**src/rtl/booth_mul_pipe.sv**
```systemverilog
// Two-stage radix-4 Booth multiplier with carry-save reduction.
// Stage 1 registers the reduced sum/carry pair; stage 2 registers the final
// product. Valid/ready on both sides, plus a flush that drops everything held.
// WIDTH must be even and at least 4.
module booth_mul_pipe #(
  parameter int unsigned WIDTH = 32,
  parameter int unsigned TAG_W = 5
) (
  input  logic                 mul_clk,
  input  logic                 reset,
  input  logic                 in_valid,
  output logic                 in_ready,
  input  logic                 in_signed,
  input  logic [WIDTH-1:0]     in_a,
  input  logic [WIDTH-1:0]     in_b,
  input  logic [TAG_W-1:0]     in_tag,
  input  logic                 flush,
  output logic                 out_valid,
  input  logic                 out_ready,
  output logic [2*WIDTH-1:0]   out_result,
  output logic [TAG_W-1:0]     out_tag
);

  localparam int unsigned PW  = 2 * WIDTH;
  localparam int unsigned EW  = WIDTH + 2;
  localparam int unsigned NPP = WIDTH / 2 + 1;

  logic             fill_a;
  logic             fill_b;
  logic [PW-1:0]    a_pos;
  logic [PW-1:0]    a_neg;
  logic [PW-1:0]    a2_pos;
  logic [PW-1:0]    a2_neg;
  logic [EW:0]      b_pad;
  logic [PW-1:0]    pp;
  logic [PW-1:0]    cs_sum;
  logic [PW-1:0]    cs_carry;
  logic [PW-1:0]    nx_sum;
  logic [PW-1:0]    nx_carry;

  logic             s1_valid;
  logic [PW-1:0]    s1_sum;
  logic [PW-1:0]    s1_carry;
  logic [TAG_W-1:0] s1_tag;

  logic             s2_free;
  logic             s1_adv;
  logic             accept;
  logic             load_out;

  // Handshake: S2 can take a new result when empty or being drained this cycle.
  assign s2_free  = ~out_valid | out_ready;
  assign s1_adv   = s1_valid & s2_free;
  assign in_ready = ~flush & (~s1_valid | s2_free);
  assign accept   = in_valid & in_ready;
  assign load_out = s1_adv & ~flush;

  // Booth recoding of the extended multiplier and 3:2 carry-save reduction.
  always_comb begin
    fill_a   = in_a[WIDTH-1] & in_signed;
    fill_b   = in_b[WIDTH-1] & in_signed;
    a_pos    = {{WIDTH{fill_a}}, in_a};
    a_neg    = ~a_pos + PW'(1);
    a2_pos   = a_pos << 1;
    a2_neg   = ~a2_pos + PW'(1);
    b_pad    = {fill_b, fill_b, in_b, 1'b0};
    pp       = '0;
    cs_sum   = '0;
    cs_carry = '0;
    nx_sum   = '0;
    nx_carry = '0;
    for (int i = 0; i < int'(NPP); i++) begin
      case (b_pad[2*i +: 3])
        3'b001, 3'b010: pp = a_pos;
        3'b011:         pp = a2_pos;
        3'b100:         pp = a2_neg;
        3'b101, 3'b110: pp = a_neg;
        default:        pp = '0;
      endcase
      pp = pp << (2 * i);
      if (i == 0) begin
        cs_sum = pp;
      end else if (i == 1) begin
        cs_carry = pp;
      end else begin
        nx_sum   = cs_sum ^ cs_carry ^ pp;
        nx_carry = ((cs_sum & cs_carry) | (cs_sum & pp) | (cs_carry & pp)) << 1;
        cs_sum   = nx_sum;
        cs_carry = nx_carry;
      end
    end
  end

  // Stage-1 and output occupancy; flush empties both at the next edge.
  always_ff @(posedge mul_clk or posedge reset) begin
    if (reset) begin
      s1_valid  <= 1'b0;
      out_valid <= 1'b0;
    end else if (flush) begin
      s1_valid  <= 1'b0;
      out_valid <= 1'b0;
    end else begin
      if (accept)      s1_valid <= 1'b1;
      else if (s1_adv) s1_valid <= 1'b0;
      if (s1_adv)         out_valid <= 1'b1;
      else if (out_ready) out_valid <= 1'b0;
    end
  end

  // Stage-1 data loads only on an accepted operation.
  always_ff @(posedge mul_clk or posedge reset) begin
    if (reset) begin
      s1_sum   <= '0;
      s1_carry <= '0;
      s1_tag   <= '0;
    end else if (accept) begin
      s1_sum   <= cs_sum;
      s1_carry <= cs_carry;
      s1_tag   <= in_tag;
    end
  end

  // Output data resolves the carry-save pair when stage 1 advances.
  always_ff @(posedge mul_clk or posedge reset) begin
    if (reset) begin
      out_result <= '0;
      out_tag    <= '0;
    end else if (load_out) begin
      out_result <= s1_sum + s1_carry;
      out_tag    <= s1_tag;
    end
  end

endmodule

```
**config.mk**
```make
export PLATFORM = sky130hd
export DESIGN_NAME = booth_mul_pipe
export DESIGN_NICKNAME = d
export VERILOG_FILES = /design/src/rtl/booth_mul_pipe.sv
export SDC_FILE = /design/constraint.sdc
export NUM_CORES = 2
export LEC_CHECK = 0
export CORE_AREA = 2 2 291 293
export DETAILED_ROUTE_END_ITERATION = 10
export DIE_AREA = 0 0 293 295
export PLACE_DENSITY = 0.81
export SLEW_MARGIN = 20
export SYNTH_ARGS = -nofsm -noshare
export SYNTH_HDL_FRONTEND = slang
export SYNTH_SLANG_ARGS = --single-unit
```
**constraint.sdc**
```tcl
create_clock -name mul_clk -period 8.4 [get_ports mul_clk]
set_input_delay 1.68 -clock mul_clk [delete_from_list [all_inputs] [get_ports mul_clk]]
set_output_delay 1.68 -clock mul_clk [all_outputs]
set_load 0.01 [all_outputs]
```
==> run metrics <==
Die W 293 um; Distinct cells, synth 80; final hold vios 0; sequential area share after synthesis 0.0943; initial antenna violation count 3; Cell Area, Synth 49,600 sq um; clk_skew 0.0191 ns; post-layout net count 7,331; initial detailed-routing violation count 8,330; core box area 83,200 sq um; syn_area_per_cell 7.99 sq um; layout filler cell count 6,804; DP HPWL 158,000 um; fmax 85.4 MHz; GRT Resource Usage Total 0.462; Place WS -4.36 ns; cell mode on critical path fa_2; Detailed Routing Iterations Pass 1 7; Finished Layout Cells 7,494; final setup margin -3.31 ns; Critical Path End Type flip-flop; WL/cell 27.2 um; Multi-input gate area 43,000 sq um; fin crit period 11.71 ns; most common cell after layout, fill and taps aside nand2_1; worst-skew pair later-pin latency 0.50 ns; drc violations 0; H-tree levels 4; R2R Path Start s1_sum[17]$_DFFE_PP0P_; Cells after Synth 6,206; Setup Viol. Count Final 99; worst min path class reg2reg; critical-path maximum fanout 5; FF-to-FF End out_result[61]$_DFFE_PP0P_; Worst EP arrival 12.09 ns; vias in the first global route 50,000; RSZ-0062 raised after global routing yes; Antenna Nets Post-Route 0; CTS tree built; final core utilization 0.693; setup TNS -260.55 ns; Vias per Instance 6.99; # clock sinks 187; Starting Density 0.597; failing checks negative setup slack; dominant synthesized flop cell dfrtp_1; Critical-path top delay cell fa_2; Crit Path Category in2reg; cell row count 106; Total Routed Length 204,000 um; Worst-path clk slew 0.09 ns; Synth warnings 0; Slew Limit Fails 0; syn_nets 7,139; clock tree root buffer cell clkbuf_16; P&R area growth vs syn 16.1%; gpl congestion 1.03; R2R setup slack 4.14 ns; slowest stage delay, CP 0.58 ns; Post-synth ARST share 1.00; status finished with violations; total area of sequential cells 4680 sq um; Placed Instances 7,433; Ports 146; Die Ht 295 um; Inserted Clock Buffers 17; Post-synth EDFFs 0; first-pass GRT wire length 306,000 um; total gr overflow 0; CTS Buffer Depth 2; CP Data Required Time 8.78 ns; Yosys reg bits 187; Slew Limit Headroom 0.168; Hold Path Stages 2; most frequent cells in the layout nand2_1, buf_4, o21ai_0, fa_1, a21oi_1; hold path startpoint s1_sum[6]$_DFFE_PP0P_; routed vias 52,400; Worst Hold End out_result[6]$_DFFE_PP0P_; share of layout cells above drive strength 1 0.206; Max-Cap Viols 0; hold_buf cts 0; final worst-path cycle share 1.39; port buffer count 145; worst-margin pin slew 1.24 ns; largest net degree at the start of global routing 182; crit path launch type primary input; Die ar. 86,400 sq um; Worst R2R Path Depth 13
-- metrics by stage --
step | hold slack (ns) | cell area [sq um]
after detailed placement | 0.451 | 55400
after CTS | 0.474 | 56800
after global routing | 0.497 | 57600
final | 0.465 | 57600
after global placement | 0.437 | 55400
after floorplan | 0.433 | 49900
-- timing repair --
action                     4_1_cts  5_1_grt
setup endpoints to repair      100       99
pin swaps                       75       57
resized for setup              228      169
setup buffers                   14       14
-- cell usage after synthesis (53+ instances only) --
cell        n  share of area
buf_1     100         0.0076
xor2_1    105          0.019
fa_1      676           0.27
a31oi_1    98          0.012
mux2i_1   107          0.022
a21oi_1   431          0.043
nand2_1   847          0.064
nor3_1     77         0.0078
nor2_1    411          0.031
o221ai_1   53         0.0094
a221o_1    86          0.017
a22oi_1   117          0.018
dfrtp_1   187          0.094
o211ai_1   89          0.013
o21ai_0   539          0.054
ha_1      182          0.046
o22ai_1   169          0.021
a21o_1    124          0.019
a221oi_1  159          0.028
mux2_2     64          0.015
xnor2_1   210          0.037
clkbuf_1  611          0.046
a211oi_1   69          0.010
inv_1     205          0.016
-- final cells by class --
class                      count  area share
clock inverter                15     0.00343
timing repair buffer         899       0.124
inverter                     213      0.0142
tap                         1080      0.0234
sequential                   187      0.0812
clock buffer                  17     0.00738
antenna                        3    0.000130
multi-input combinational   5080       0.746
-- cell families after synthesis --
logic type | after synthesis | synth area share
AO/OA/AOI/OAI | 2190 | 0.292
AND/OR/NAND/NOR | 1530 | 0.128
buffers and inverters | 939 | 0.0717
adder cells (fa/ha/maj) | 872 | 0.321
XOR/XNOR | 315 | 0.0556
flip-flops | 187 | 0.0943
multiplexers | 173 | 0.0370
-- flip-flops by register name (all words and copies together), names as in the netlist --
signal / count
s1_tag: 5
out_result: 64
out_valid: 1
s1_sum: 64
s1_carry: 47
s1_valid: 1
out_tag: 5
-- per-layer routing --
metal / share of wire / up-vias / routed length (um) / GRT usage
met3: 0.13 / 702 / 26600 / 0.112
met1: 0.38 / 25100 / 78400 / 0.638
li1: - / 22500 / - / -
met5: 0 / - / 0 / 0
met4: 0.060 / 0 / 12200 / 0.231
met2: 0.42 / 3970 / 86600 / 0.680
-- worst max-delay path by stage --
stage               startpoint                      to  slack (ns)  cells past startpoint
global route          in_a[25]  s1_sum[63]$_DFFE_PP0P_       -3.47                     39
finish                 in_a[1]  s1_sum[31]$_DFFE_PP0P_       -3.31                     31
CTS                    in_a[1]  s1_sum[31]$_DFFE_PP0P_       -3.13                     30
global placement       in_a[1]  s1_sum[30]$_DFFE_PP0P_       -4.32                     31
floorplan              in_a[1]  s1_sum[31]$_DFFE_PP0P_       -3.68                     34
detailed placement     in_a[1]  s1_sum[30]$_DFFE_PP0P_       -4.36                     29
-- critical path: cells and delay by family --
kind                       cells  cell delay, ns
muxes                          1            0.26
AOI/OAI and AO/OA              3            0.39
xor gates and xnor gates       1            0.08
buffers and inverters          5            0.45
and+or+nand+nor                5            1.71
adders and majority gates     16            7.52
Power is not shown: default switching activity piles up to over one toggle a cycle in this logic, so the estimate is an artifact.
